==> src/rtl/alu32.sv <==
// 32-bit registered ALU: AND, OR, ADD/SUB with carry, zero flag.
// Define ALU32_OVERFLOW_EN to add a registered signed-overflow output.
module alu32_fa (
    input  logic a,
    input  logic b,
    input  logic ci,
    output logic s,
    output logic co
);
    assign s  = a ^ b ^ ci;
    assign co = (a & b) | (ci & (a ^ b));
endmodule

module alu32 #(
    parameter int WIDTH = 32
) (
    input  logic             clk,
    input  logic             rst_n,
    output logic [WIDTH-1:0] result,
    output logic             Cout,
    output logic             zero,
`ifdef ALU32_OVERFLOW_EN
    output logic             overflow,
`endif
    input  logic [WIDTH-1:0] A,
    input  logic [WIDTH-1:0] B,
    input  logic             Cin,
    input  logic [1:0]       opcode
);
    logic             op_and;
    logic             op_or;
    logic             op_add;
    logic             op_sub;
    logic [WIDTH-1:0] bx;
    logic [WIDTH-1:0] sum;
    logic [WIDTH:0]   carry;
    logic [WIDTH-1:0] next_result;
    logic             next_cout;
    logic             next_ovf;

    assign op_and = (opcode == 2'd0);
    assign op_or  = (opcode == 2'd1);
    assign op_add = (opcode == 2'd2);
    assign op_sub = (opcode == 2'd3);

    // Subtract is A + ~B + Cin through the same ripple chain
    assign bx       = B ^ {WIDTH{op_sub}};
    assign carry[0] = Cin;

    for (genvar i = 0; i < WIDTH; i++) begin : g_fa
        alu32_fa u_fa (
            .a  (A[i]),
            .b  (bx[i]),
            .ci (carry[i]),
            .s  (sum[i]),
            .co (carry[i+1])
        );
    end

    always_comb begin
        next_result = '0;
        next_cout   = 1'b0;
        next_ovf    = 1'b0;
        unique case (1'b1)
            op_and: next_result = A & B;
            op_or:  next_result = A | B;
            op_add, op_sub: begin
                next_result = sum;
                next_cout   = carry[WIDTH];
                next_ovf    = carry[WIDTH] ^ carry[WIDTH-1];
            end
            default: next_result = '0;
        endcase
    end

    always_ff @(posedge clk) begin
        if (!rst_n) begin
            result <= '0;
            Cout   <= 1'b0;
            zero   <= 1'b1;
        end else begin
            result <= next_result;
            Cout   <= next_cout;
            zero   <= ~|next_result;
        end
    end

`ifdef ALU32_OVERFLOW_EN
    always_ff @(posedge clk) begin
        if (!rst_n) overflow <= 1'b0;
        else        overflow <= next_ovf;
    end
`else
    logic unused_ovf;
    assign unused_ovf = next_ovf;
`endif
endmodule

==> config.mk <==
export PLATFORM = sky130hd
export DESIGN_NAME = alu32
export DESIGN_NICKNAME = d
export VERILOG_FILES = /design/src/rtl/alu32.sv
export SDC_FILE = /design/constraint.sdc
export NUM_CORES = 1
export LEC_CHECK = 0
export ABC_AREA = 1
export BUFFER_PORTS_ARGS = -buffer_cell sky130_fd_sc_hd__clkbuf_2
export CORE_AREA = 2 2 77 79
export CTS_BUF_LIST = sky130_fd_sc_hd__clkbuf_4
export DETAILED_ROUTE_END_ITERATION = 10
export DIE_AREA = 0 0 79 81
export MAX_ROUTING_LAYER = met4
export PLACE_DENSITY_LB_ADDON = 0.08
export SLEW_MARGIN = 0
export SYNTH_ARGS = -nofsm -noshare
export SYNTH_HDL_FRONTEND = slang
export SYNTH_HIERARCHICAL = 1
export SYNTH_SLANG_ARGS = --single-unit
==> constraint.sdc <==
create_clock -name clk -period 48.4 [get_ports clk]
set_input_delay 9.68 -clock clk [delete_from_list [all_inputs] [get_ports clk]]
set_output_delay 9.68 -clock clk [all_outputs]
set_load 0.01 [all_outputs]
==> run_results.csv <==
group,metric,value,unit
floorplan,initial_utilization,55.0,%
layout,area_growth_syn_to_layout,18.0,%
logic_synthesis,avgSynthCellArea,6.65,µm²
floorplan,ios,103,
floorplan,die_w,79,µm
sta,fin_setup_tns,0,ns
floorplan,die_h,81,µm
critical_path,cp_slowest_cell,"nand2_2",
critical_path,cp_max_fo,37,
critical_path,arrival,24.85,ns
logic_synthesis,synth_top_family_by_area,"simple AND/OR/NAND/NOR gates",
global_route,grt.overflow.total,0,
sta,rsz0062_at_grt,"false",
critical_path,crit_required,48.69,ns
critical_path,critPathMostFrequentCell,"fa_1",
place,numPortBuffers,102,
clocking,clk_pin_slew,0.13,ns
sta,max_freq,0.0407,GHz
sta,period_needed,24.55,ns
clocking,cts.sinks,34,
global_route,grt_usage,25.4,%
place,globalplace.congestion,0.888,
layout,ff_latch_area,681,µm²
layout,fin_cells,639,
place,dpl.cell_count,632,
layout,drive_gt1_share,20.4,%
layout,nFillCells,563,
layout,n_antenna_cell,0,
clocking,cts_setup_buffers,0,
global_route,grt_pass1_vias,2798,
clocking,hold_buffers,0,
logic_synthesis,synthAdderAreaFrac,20.5,%
sta,hold_viol_final,0,
layout,final_common_cell,"nand2_1",
sta,fin_crit_sh,50.7,%
global_route,grt_max_degree,38,
critical_path,slowest_delay,0.73,ns
logic_synthesis,synth_area,0.00312,mm²
clocking,cts_resized,0,
sta,slew_headroom,38.6,%
floorplan,die_area,0.00640,mm²
route,drc,0,
critical_path,crit_type,"in2reg",
layout,utilization,64.8,%
critical_path,cp-start-kind,"input pin",
clocking,htree_num_levels,2,
logic_synthesis,synth-seq-cells,34,
global_route,antenna_found_initial,0,
sta,timing.final.ws_setup,23.85,ns
sta,setup_viol,0,
logic_synthesis,synthXorXnorAreaFrac,8.99,%
logic_synthesis,synth_mux_area_share,0,%
route,drtPass1Iterations,4,
route,wire_per_inst,11.3,µm
pwr,leakage,0.00217,µW
sta,final_max_slew_viol_count,0,
route,dr_total_vias,2972,
layout,layout.nets,665,
logic_synthesis,synth-seq-area-share,21.8,%
logic_synthesis,synth.net_count,570,
route,ant_nets,0,
logic_synthesis,syn_inst,469,
place,place.detailed.hpwl,5.47,mm
outcome,status,"finished, final reports clean",
clocking,cts_buffer_depth,2,
route,drt-total-wl,7.21,mm
place,dp_slack,23.54,ns
logic_synthesis,synth_cell_types,20,
route,drt_iter0_drc,56,
pwr,power_density,23.4,mW/mm²
pwr,peakVddDrop,0.00995,mV
clocking,cts_buffers,5,
sta,tightest_slew,0.918,ns
logic_synthesis,synth-simple-area-share,28.4,%
clocking,tritoncts,"built",
clocking,cts_root_buffer,"clkbuf_4",
logic_synthesis,synth_compound_area_share,7.54,%
global_route,grt_pass1_wl,12.3,mm
floorplan,rows,28,
logic_synthesis,yosysWarnings,6,
floorplan,coreArea,0.00568,mm²
layout,layout_common_cells,"nand2_1, clkbuf_2, nor2_1",
hold_path,hold_class,"in2reg",
flow_run,drv_cap,0,
layout,multi_input_area,0.00205,mm²
critical_path,crit_path_end_kind,"flop",
route,viasPerCell,4.65,
logic make-up (layout without fill, tap and decap cells):
logic type,after synthesis,after routing
simple gates,231,231
buf+inv,93,188
compound gates,47,47
flops,34,34
fa+ha+maj,32,32
xor+xnor,32,32
worst max-delay path: cells and delay by family:
family                     cells  cell delay, ns
xor gates and xnor gates       1            0.35
adders and majority gates     32           12.81
buffers and inverters          1            0.59
and+or+nand+nor                9            1.26
AOI/OAI and AO/OA              1            0.11
per-stage QoR:
stage          total power (µW)  hold WS, ns  instance area, µm²
6_report                   86.0         9.75                3680
5_1_grt                    94.7         9.75                3680
4_1_cts                    86.9         9.74                3680
3_5_place_dp               70.9        10.07                3630
3_3_place_gp               69.8        10.07                3630
2_1_floorplan              58.4         9.80                3120
worst paths after layout:
check | start | to | slack, ns | depth (start not counted)
setup / recovery | opcode[1] | zero$_SDFF_PN1_ | 23.85 | 44
hold / removal | B[3] | result[3]$_SDFF_PN0_ | 9.75 | 5
flip-flops by register name (all words and copies together) (netlist names):
signal	flops
result	32
zero	1
Cout	1
cell usage after synthesis, drive strengths merged:
cell / instances / area (µm²)
nor2: 95 / 367
and3: 1 / 6.26
inv: 79 / 302
nand2: 135 / 514
xor2: 27 / 236
buf: 12 / 86.3
xnor2: 5 / 43.8
fa: 32 / 641
clkbuf: 2 / 7.51
dfxtp: 34 / 681
o21ai: 47 / 235
layout make-up:
type	count	area share [%]
clock buffer	5	1.02
clock inverter	2	0.272
inverter	79	8.19
multi-input combinational	342	55.6
sequential	34	18.5
tap	75	2.55
timing repair buffer	102	13.9
report_power, final:
part	total, µW	internal (µW)	leakage, µW	switching (µW)
logic	38.3	15.6	0.00186	22.7
clock network	15.7	5.23	0.0000308	10.4
registers	32.1	31.2	0.000282	0.854
total	86.0	52.1	0.00217	34.0
routing by layer:
metal	share of wire [%]	track usage, %
met1	43	30.7
met3	6.4	4.44
met2	48	42.6
met4	2.3	9.66
met5	0	-
Note: power is estimated with default switching activity, not from simulation.
